$ cat src/rtl/csi2tx_sync_pulse_mc.sv
// csi2tx_sync_pulse_mc
// Multi-channel pulse synchronizer with per-channel event buffering.
// Each toggle-encoded input is synchronized into clk_out. Every edge gives a
// one-cycle out_pulse bit and is also counted in a saturating pending
// counter. The pending events are drained one per cycle through a
// round-robin valid/ready port.
//
// Ports:
//   clk_out    destination clock
//   rstb_n     asynchronous active-low reset
//   in_toggle  [NUM_CH] toggle-encoded events, asynchronous to clk_out
//   out_pulse  [NUM_CH] one-cycle pulse per synchronized event
//   out_valid  buffered event available
//   out_ch     [CH_W] channel of the buffered event
//   out_ready  consumer accepts when out_valid && out_ready
//   ovf        [NUM_CH] sticky overflow flag (pending counter saturated)
//   clr_ovf    [NUM_CH] overflow clear (a new overflow wins)
module csi2tx_sync_pulse_mc #(
  parameter int NUM_CH      = 4,
  parameter int SYNC_STAGES = 2,
  parameter int CNT_W       = 4,
  localparam int CH_W       = (NUM_CH > 1) ? $clog2(NUM_CH) : 1
) (
  input  logic              clk_out,
  input  logic              rstb_n,
  input  logic [NUM_CH-1:0] in_toggle,
  output logic [NUM_CH-1:0] out_pulse,
  output logic              out_valid,
  output logic [CH_W-1:0]   out_ch,
  input  logic              out_ready,
  output logic [NUM_CH-1:0] ovf,
  input  logic [NUM_CH-1:0] clr_ovf
);

  localparam logic [CNT_W-1:0] CNT_MAX = {CNT_W{1'b1}};

  logic [NUM_CH-1:0] sync_r [SYNC_STAGES];
  logic [NUM_CH-1:0] edge_r;
  logic [CNT_W-1:0]  pend_r [NUM_CH];
  logic [CH_W-1:0]   rr_r;

  logic [CH_W-1:0]   sel_s;
  logic              found_s;
  logic              load_en_s;
  logic [NUM_CH-1:0] dec_s;
  logic [NUM_CH-1:0] sat_s;

  // Synchronizer chain plus the edge-detect flop per channel.
  always_ff @(posedge clk_out or negedge rstb_n) begin
    if (!rstb_n) begin
      for (int i = 0; i < SYNC_STAGES; i++) begin
        sync_r[i] <= '0;
      end
      edge_r <= '0;
    end else begin
      sync_r[0] <= in_toggle;
      for (int i = 1; i < SYNC_STAGES; i++) begin
        sync_r[i] <= sync_r[i-1];
      end
      edge_r <= sync_r[SYNC_STAGES-1];
    end
  end

  // XOR of two flops: glitch-free, no extra latency.
  assign out_pulse = sync_r[SYNC_STAGES-1] ^ edge_r;

  // Round-robin pick: first non-empty channel starting just after rr_r.
  always_comb begin
    logic hit;
    int unsigned idx;
    sel_s   = '0;
    found_s = 1'b0;
    for (int i = 0; i < NUM_CH; i++) begin
      idx     = (int'(rr_r) + 1 + i) % NUM_CH;
      hit     = !found_s && (pend_r[CH_W'(idx)] != '0);
      found_s = found_s | hit;
      sel_s   = hit ? CH_W'(idx) : sel_s;
    end
  end

  // Load strobe, per-channel decrement and saturation flags.
  always_comb begin
    load_en_s = (!out_valid || out_ready) && found_s;
    dec_s     = '0;
    dec_s[sel_s] = load_en_s;
    for (int ch = 0; ch < NUM_CH; ch++) begin
      sat_s[ch] = (pend_r[ch] == CNT_MAX);
    end
  end

  // Pending counters and sticky overflow flags.
  always_ff @(posedge clk_out or negedge rstb_n) begin
    if (!rstb_n) begin
      for (int ch = 0; ch < NUM_CH; ch++) begin
        pend_r[ch] <= '0;
      end
      ovf <= '0;
    end else begin
      for (int ch = 0; ch < NUM_CH; ch++) begin
        case ({out_pulse[ch], dec_s[ch]})
          2'b10: begin
            if (!sat_s[ch]) begin
              pend_r[ch] <= pend_r[ch] + CNT_W'(1);
            end
          end
          2'b01:   pend_r[ch] <= pend_r[ch] - CNT_W'(1);
          default: pend_r[ch] <= pend_r[ch];
        endcase
        // An increment lost at saturation overrides a simultaneous clear.
        if (out_pulse[ch] && !dec_s[ch] && sat_s[ch]) begin
          ovf[ch] <= 1'b1;
        end else if (clr_ovf[ch]) begin
          ovf[ch] <= 1'b0;
        end
      end
    end
  end

  // Output register; held while the consumer stalls.
  always_ff @(posedge clk_out or negedge rstb_n) begin
    if (!rstb_n) begin
      out_valid <= 1'b0;
      out_ch    <= '0;
      rr_r      <= CH_W'(NUM_CH - 1);
    end else if (!out_valid || out_ready) begin
      if (found_s) begin
        out_valid <= 1'b1;
        out_ch    <= sel_s;
        rr_r      <= sel_s;
      end else begin
        out_valid <= 1'b0;
      end
    end
  end

endmodule

$ cat config.mk
export PLATFORM = sky130hd
export DESIGN_NAME = csi2tx_sync_pulse_mc
export DESIGN_NICKNAME = d
export VERILOG_FILES = /design/src/rtl/csi2tx_sync_pulse_mc.sv
export SDC_FILE = /design/constraint.sdc
export NUM_CORES = 1
export LEC_CHECK = 0
export BUFFER_PORTS_ARGS = -buffer_cell sky130_fd_sc_hd__buf_2
export CAP_MARGIN = 20
export CELL_PAD_IN_SITES_DETAIL_PLACEMENT = 2
export CELL_PAD_IN_SITES_GLOBAL_PLACEMENT = 2
export CORE_MARGIN = 2
export CORE_UTILIZATION = 34
export DETAILED_ROUTE_END_ITERATION = 16
export GPL_ROUTABILITY_DRIVEN = 0
export HOLD_SLACK_MARGIN = 0.08
export PLACE_DENSITY = 0.86
export SLEW_MARGIN = 0
export SYNTH_ARGS = -nofsm -noshare
export SYNTH_HDL_FRONTEND = slang
export SYNTH_SLANG_ARGS = --single-unit
$ cat constraint.sdc
create_clock -name clk_out -period 3.4 [get_ports clk_out]
set_input_delay 0 -clock clk_out [delete_from_list [all_inputs] [get_ports clk_out]]
set_output_delay 0 -clock clk_out [all_outputs]
set_load 0.05 [all_outputs]
==> results.md, run 1 <==
- The run finished with clean final reports.
- In the final design database the tool counted 248 nets.
- The arrival time of data at the critical path endpoint is 3.43 ns.
- The synthesized design contains 37 register bits.
- The final count of pins violating max slew is 0.
- During placement, the flow inserted port buffers numbering 21.
- The leakage power of the design is 1.12 nW.
- The slowest stage of the critical path belongs to the cell sky130_fd_sc_hd__or4_4.
- The maximum root-to-sink buffer count is 2.
- The residual overflow from global routing is 0.
- Of the available clock period, the critical path in the final layout requires 95.6%.
- The dominant combinational cell family by area after synthesis is simple AND/OR/NAND/NOR gates.
- The critical path capture point type is a flop.
- Counting every net in the synthesized netlist gives 202.
- Yosys printed 0 warnings.
- After clock tree synthesis, the clock-pin slew on the worst setup and hold paths is 0.08 ns.
- Walking the worst path, the cells encountered are or4_4 -> a211oi_2 -> nor4_1 -> buf_4 -> nor2_1 -> nand2_1 -> inv_1 -> ha_1 -> a21o_2 -> a21oi_2 -> nand3_1 -> o22ai_1 -> a22oi_1.
- The number of endpoints with negative hold slack in the final report is 0.
- The critical path contains buffers and inverters numbering 2 combined.
- After detailed routing, the average wire length per cell comes to 17.7 um.
- The transition at the pin with the smallest max-transition slack is 0.857 ns.
- In this run the number of H-tree levels came out at 2.
- The data required time at the worst endpoint is 3.58 ns.
- The area growth from synthesis to layout is 23.9%.
- In this run, the number of DRC markers left after iteration 0 of detailed routing was 86.
- The sort of element at the start of the critical path is a flop.
- TritonCTS built the clock tree.
- Yosys attributes the largest share of cell area to sky130_fd_sc_hd__dfrtp_1 44%, sky130_fd_sc_hd__ha_1 5.1%, sky130_fd_sc_hd__xnor2_1 4.4%.
- The number of enable-type register cells in the synthesized netlist is 0.
- The count of nets left with antenna violations once routing finished came out at 0.
- The adder-cell share of the synthesized area is 9.09%.
- Hold is met by 0.334 ns.
- The class of the most critical hold timing path is input pin to flop.
- The first global-routing pass estimated 8.69 mm of wire.
- The root buffer cell chosen for the clock tree is sky130_fd_sc_hd__clkbuf_8.
- Counting distinct cell types in the post-synthesis netlist gives 45.
- The floorplan step defined a die boundary enclosing 6460 um2.
- For this design the top-level I/O count stands at 22.
- The power per standard cell area is 981 nW/um2.
- Once the floorplan was initialized, standard cells occupied 35.6% of the core.
- The via count of the first global-routing pass is 1,764.
- The highest ir drop seen on vdd is 0.000423 V.
- Setup repair after global routing could not meet its margin everywhere.
- The portion of synthesized area spent on multiplexers is 4.92%.
- The fraction of registers with async set or reset after synthesis is 100%.
- Across the run, the number of max-cap violations was 0.
- In the final layout, the share of cells above drive strength 1 is 26.5%.
- The most area-hungry cell type in the Yosys netlist is sky130_fd_sc_hd__dfrtp_1.
- The top achievable clock speed is 0.308 GHz.
- The synthesized area divided by synthesized cell count is 11.1 um2.
- Leaving out fill and tap cells, the most frequent cell in the layout is sky130_fd_sc_hd__dfrtp_1.
- Measured against its own limit, the worst slew margin works out to 42.9%.
- Leaving out fill and tap cells, the most frequent cells in the layout are 35 x sky130_fd_sc_hd__dfrtp_1, 21 x sky130_fd_sc_hd__buf_2, 19 x sky130_fd_sc_hd__inv_1.
- The xor/xnor share of the synthesized area is 5.74%.
- The largest fanout on the critical path is 6.
- The overall die height is 80.4 um.
- After detailed routing, the number of remaining DRC violations is 0.
- Entering global routing, the biggest net connects 38 pins.
- Of the total synthesized cell area, the portion taken by AND, OR, NAND and NOR gates is 14.8%.
- The width of the chip is 80.4 um.
- The post-synthesis compound-gate area fraction is 14.0%.
- In the routed layout, each cell is associated on average with a via count of 5.29.
- Synthesis handed over a netlist of 179 instances.
- For this run, the total global-route usage over all layers was measured as 18.0%.
- The post-synthesis instance area is 1980 um2.
- The maximum clock skew at final layout is 0.00815 ns.
- On the worst path, the slowest cell contributes a delay of 0.60 ns.
- The clock net in this run drives a total of 37 sinks.
- Across all layers, the routed design uses 1,576 vias.
- The number of clock buffers added by TritonCTS is 5.
- The most used flip-flop cell after synthesis is sky130_fd_sc_hd__dfrtp_1.
- The initialized floorplan defines 27 standard-cell rows.
- Before antenna repair, the detailed router went through 4 iterations.
- The number of antenna violations at the first check in global routing is 0.
- The final wirelength is 5.28 mm.
- The critical path is of the flop to flop type.
- The shortest period the worst path allows is 3.25 ns.
- The detailed placer's ending HPWL is 3.73 mm.
- 0 antenna diodes ended up in the layout.
- The count of final setup violators is 0.
- Overall power consumption after layout is estimated at 0.00241 W.
- The share of the yosys chip area belonging to registers is 46.8%.
- The placeable core region is 5570 um2.
- The portion of synthesized cell area occupied by the leading cell type is 44.2%.
- Among cell families on the critical path, the largest total delay comes from simple AND/OR/NAND/NOR gates.
- The clock reaches the later pin of the worst-skew pair after 0.31 ns.
## cells in the mapped netlist, types with 3 or more instances
cell                       instances
sky130_fd_sc_hd__or4_1             4
sky130_fd_sc_hd__o22ai_1           3
sky130_fd_sc_hd__a22oi_1           4
sky130_fd_sc_hd__dfrtp_1          35
sky130_fd_sc_hd__fa_1              4
sky130_fd_sc_hd__o21ai_0           3
sky130_fd_sc_hd__ha_1              8
sky130_fd_sc_hd__a21oi_1           6
sky130_fd_sc_hd__inv_1            19
sky130_fd_sc_hd__o211ai_1          4
sky130_fd_sc_hd__nand2_1           8
sky130_fd_sc_hd__xnor2_1          10
sky130_fd_sc_hd__nand4_1           5
sky130_fd_sc_hd__nor3_1            6
sky130_fd_sc_hd__a21o_1            3
sky130_fd_sc_hd__xor2_1            3
sky130_fd_sc_hd__a31oi_1           5
sky130_fd_sc_hd__nor2_1            5
sky130_fd_sc_hd__mux2i_1           6
sky130_fd_sc_hd__nand3_1           3
sky130_fd_sc_hd__nor2b_1           3
## kinds of logic (layout without fill, tap and decap cells)
family / after synthesis / in the layout
compound gates: 40 / 40
xor+xnor: 13 / 13
fa+ha+maj: 12 / 12
buf+inv: 22 / 69
flops: 37 / 37
mux: 9 / 9
simple gates: 46 / 46
## where the power goes
group / switching, W / total, W / internal, W
Sequential: 0.000198 / 0.000801 / 0.000603
Combinational: 0.000731 / 0.00129 / 0.000559
Clock: 0.000175 / 0.000317 / 0.000142
## metal layers
| layer | track usage, % | up-vias | share of wire, % | routed length, um |
|---|---|---|---|---|
| li1 | - | 743 | - | - |
| met4 | 6.10 | 0 | 1.4 | 72 |
| met1 | 22.1 | 807 | 44 | 2330 |
| met3 | 3.37 | 7 | 2.4 | 127 |
| met5 | 0 | - | 0 | 0 |
| met2 | 31.5 | 19 | 52 | 2740 |
## sequential cells by signal, summed over array words and instances, names as in the netlist
register	flops
sync_r	8
out_ch	2
pend_r	16
out_valid	1
ovf	4
rr_r	2
edge_r	4
## repair_timing
action,in CTS,in global routing
endpoints found under the hold margin,44,0
endpoints found under the setup margin,2,3
buffers inserted,1,1
gates resized for setup,3,4
hold buffers,10,0
pin swaps,1,1
cloned,0,0
## area by class of cell
class                      instances  area (um2)
tap                               72        90.1
inverter                          20        76.3
fill                             599        3120
clock buffer                       5        68.8
timing repair buffer              41         280
multi-input combinational        120         993
sequential                        37         928
clock inverter                     3        17.5
## final timing paths
path                         startpoint          to  slack, ns  cells after the start
max in group asynchronous        rstb_n      ovf[2]       2.52                      2
min                        in_toggle[3]   sync_r[7]       0.33                      2
min in group asynchronous        rstb_n   pend_r[7]       0.34                      2
max                           pend_r[1]  pend_r[15]       0.15                     13
min reg2reg                   sync_r[5]   sync_r[1]       0.36                      0
max reg2reg                   pend_r[1]  pend_r[15]       0.15                     13
## metrics by stage
step	worst slack (ns)	util [%]	TNS [ns]	std cells	cell area, um2
4_1_cts	0.0875	43.6	0	297	2430
5_1_grt	-0.0643	44.0	-0.0643	298	2450
3_5_place_dp	-0.0862	39.9	-0.165	278	2220
6_report	0.149	44.0	0	298	2450
2_1_floorplan	0.286	-	0	179	1980
3_3_place_gp	0.0368	39.9	0	278	2220
No activity file was read; power rests on OpenSTA's default activity.
==> inputs of run 2 (changes only) <==
--- a/config.mk
+++ b/config.mk
@@ -14,7 +14,7 @@
 export DETAILED_ROUTE_END_ITERATION = 16
 export GPL_ROUTABILITY_DRIVEN = 0
 export HOLD_SLACK_MARGIN = 0.08
-export PLACE_DENSITY = 0.86
+export PLACE_DENSITY_LB_ADDON = 0.1
 export SLEW_MARGIN = 0
 export SYNTH_ARGS = -nofsm -noshare
 export SYNTH_HDL_FRONTEND = slang
==> run 2 against run 1 <==
  * Clock skew fell by 0.0026 ns
  * Clock power rose by 26%
  * Core utilization unchanged
  * Via count shrank 1.5%
  * Design area is the same
  * First-iteration DRC count fell by 59%
  * Die area unchanged
  * Critical endpoint is now pend_r[7]
  * Highest routed layer unchanged
==> results.md, run 2 (synthesis gave the netlist of run 1 again) <==
- The worst reg2reg path endpoint is pend_r[7] (was pend_r[15]).
- The mean routed wirelength per cell is 17.1 um (was 17.7 um).
- The residual overflow from global routing came to 0 (unchanged).
- The source-to-sink clock delay at the later pin of the worst-skew pair is 0.29 ns (was 0.31 ns).
- Among the stages of the critical path, the cell type that occurs most often is sky130_fd_sc_hd__a21oi_2.
- The transition at the pin with the smallest max-transition slack is 0.858 ns (was 0.857 ns).
- The maximum number of pins on one net before global-route repair is 38 (unchanged).
- The CTS tree is done (unchanged).
- The number of placed instances with taps included came to 277 (was 278).
- The final count of pins violating max slew came to 0 (unchanged).
- The normalized max-slew margin is 42.8% (was 42.9%).
- The number of levels the H-tree was split into was 2 (unchanged).
- The number of antenna violations at the first check in global routing is 0 (unchanged).
- The category of cells accounting for the largest share of critical-path delay is simple AND/OR/NAND/NOR gates (unchanged).
- The register with the most flip-flops is pend_r (unchanged).
- The largest fanout on the critical path is 6 (unchanged).
- The data required time at the worst endpoint was 3.58 ns (about the same).
- The count of input and output buffers is 21 (unchanged).
- The critical path capture point type is a flop (unchanged).
- The number of flip-flops under the largest register name came to 16 (unchanged).
- The worst setup path endpoint is pend_r[7] (was pend_r[15]).
- The final wirelength is 5.04 mm (was 5.28 mm).
- The highest ir drop seen on vdd was 0.000368 V (was 0.000423 V).
- The top-level I/O count was 22 (unchanged).
- The arrival time of data at the critical path endpoint came to 3.42 ns (was 3.43 ns).
- The post-detailed-route DRC marker count is 0 (unchanged).
- The worst-case register-to-register setup slack is 0.16 ns (was 0.15 ns).
- The vias per cell was 5.26 (was 5.29).
- The sort of element at the start of the critical path is a flop (unchanged).
- The initial core utilization is 35.6% (unchanged).
- The via count of the first global-routing pass came to 1,720 (was 1,764).
- The total iterations of the first detailed-routing run is 4 (unchanged).
- The shortest period the worst path allows was 3.24 ns (was 3.25 ns).
- The depth of the worst register-to-register path is 12 (was 13).
- The detailed router's first-iteration violation count is 35 (was 86).
- Most used cells in the layout excluding fill and tap cells: 35 x sky130_fd_sc_hd__dfrtp_1, 21 x sky130_fd_sc_hd__buf_2, 19 x sky130_fd_sc_hd__inv_1, 10 x sky130_fd_sc_hd__xnor2_1, 9 x sky130_fd_sc_hd__dlygate4sd3_1 (was 35 x sky130_fd_sc_hd__dfrtp_1, 21 x sky130_fd_sc_hd__buf_2, 19 x sky130_fd_sc_hd__inv_1).
- The master of the slowest instance on the critical path is sky130_fd_sc_hd__or4_1 (was sky130_fd_sc_hd__or4_4).
- Outcome: finished, final reports clean (unchanged).
- The leakage power of the design came to 1.12 nW (about the same).
- The commonest non-fill, non-tap cell in the layout was sky130_fd_sc_hd__dfrtp_1 (unchanged).
- The total negative slack for setup checks is 0 ns (unchanged).
- The total power of the final layout is 0.00244 W (was 0.00241 W).
- The share of the core filled with cells in the final layout came to 44.0% (unchanged).
- Critical path, cell by cell: nor4_2 -> buf_4 -> a21oi_2 -> or4_1 -> or3_4 -> clkinv_2 -> ha_1 -> a21o_1 -> a21oi_2 -> nand2_1 -> mux2i_1 -> nor3_1 (was or4_4 -> a211oi_2 -> nor4_1 -> buf_4 -> nor2_1 -> nand2_1 -> inv_1 -> ha_1 -> a21o_2 -> a21oi_2 -> nand3_1 -> o22ai_1 -> a22oi_1).
- The reg-to-reg startpoint is pend_r[9] (was pend_r[1]).
- The global-route wire length before repair is 8.62 mm (was 8.69 mm).
- The number of nets still failing antenna checks after routing came to 0 (unchanged).
- The placeable core region was 5570 um2 (unchanged).
- The site row count is 27 (unchanged).
- Setup repair after global routing missed its margin: yes (unchanged).
- The logic depth of the worst path, buffers included is 12 (was 13).
- The post-layout instance count excluding filler cells was 295 (was 298).
- The width of the chip is 80.4 um (unchanged).
- The final-layout fill cell count is 596 (was 599).
- The overall die height came to 80.4 um (unchanged).
- The top achievable clock speed is 0.308 GHz (about the same).
- Largest registers: pend_r: 16 flops, sync_r: 8 flops (unchanged).
- The area growth from synthesis to layout is 23.9% (unchanged).
- The number of inserted diodes is 0 (unchanged).
- The maximum single-stage delay on the critical path is 0.66 ns (was 0.60 ns).
- The count of final setup violators was 0 (unchanged).
- The number of endpoints with negative hold slack in the final report is 0 (unchanged).
- The total via count in the routed design is 1,552 (was 1,576).
- The start point of the critical path is pend_r[9] (was pend_r[1]).
- The number of nets in the layout is 245 (was 248).
- The maximum root-to-sink buffer count is 2 (unchanged).
- The master cell of the clock root buffer is sky130_fd_sc_hd__clkbuf_8 (unchanged).
- The sink count of the clock tree is 37 (unchanged).
- The ratio of cells with drive above 1 in the final layout is 25.1% (was 26.5%).
- The number of buffers and inverters on the critical path is 2 (unchanged).
- The total routing usage reported by global routing is 17.6% (was 18.0%).
- The share of the clock period used by the worst path after layout is 95.4% (was 95.6%).
- The critical setup path kind is flop to flop (unchanged).
- The maximum clock skew at final layout is 0.00550 ns (was 0.00815 ns).
- The detailed placer's ending HPWL is 3.80 mm (was 3.73 mm).
- The clock slew seen by the registers of the worst setup and hold paths is 0.08 ns (about the same).
- The full die area is 6460 um2 (unchanged).
- The power per standard cell area is 994 nW/um2 (was 981 nW/um2).
- The number of max-capacitance violations reported was 0 (unchanged).
- The class of the most critical hold timing path is input pin to flop (unchanged).
- The number of buffers inserted during clock tree synthesis is 5 (unchanged).
## run 2: how the worst min path moves through the flow
| stage | from | cells past startpoint | end | slack [ns] |
|---|---|---|---|---|
| after global placement | in_toggle[3] | 1 | sync_r[7] | 0.11 |
| after detailed placement | in_toggle[1] | 1 | sync_r[5] | 0.11 |
| after CTS | out_ready | 3 | out_valid | 0.09 |
| final | out_ready | 3 | out_valid | 0.10 |
| after global routing | out_ready | 3 | out_valid | 0.11 |
| after floorplan | rstb_n | 0 | edge_r[0] | -0.30 |
## run 2: timing repair
item / in CTS / in global routing
gates resized for setup: 0 / 6
endpoints found under the hold margin: 43 / 0
hold buffers: 9 / 0
setup buffers: 0 / 1
setup endpoints to repair: 0 / 4
## run 2: final cells by class
type	instances	area (um2)	share of cell area, %
multi-input combinational	120	988	40.3
sequential	37	928	37.8
timing repair buffer	38	255	10.4
tap	72	90.1	3.67
clock buffer	7	86.3	3.52
inverter	20	76.3	3.11
clock inverter	1	30.0	1.22
## run 2: worst reg2reg max path, delay by kind of cell, from the launching register on
kind                       cells  cell delay, ns
AOI/OAI and AO/OA              3            0.47
adders and majority gates      1            0.23
buffers and inverters          2            0.28
and+or+nand+nor                5            1.57
muxes                          1            0.14
DFF                            1            0.44
## run 2: power breakdown
part	internal (W)	switching, W
registers	0.000603	0.000192
clock network	0.000239	0.000159
logic	0.000535	0.000711
total	0.00138	0.00106
## run 2: per-layer routing
layer / vias up / GRT usage [%] / routed length [um]
li1: 732 / - / -
met1: 787 / 22.1 / 2300
met2: 28 / 30.0 / 2510
met3: 5 / 4.16 / 160
met4: 0 / 5.42 / 57
met5: - / 0 / 0
## run 2: stage by stage
step                      hold slack, ns  instance area, um2  setup WS (ns)
after floorplan                   -0.296                1980          0.286
after global placement             0.108                2210          0.174
after detailed placement           0.111                2210         0.0483
after CTS                         0.0881                2420        0.00786
after global routing               0.112                2450        -0.0186
final                              0.100                2450          0.155
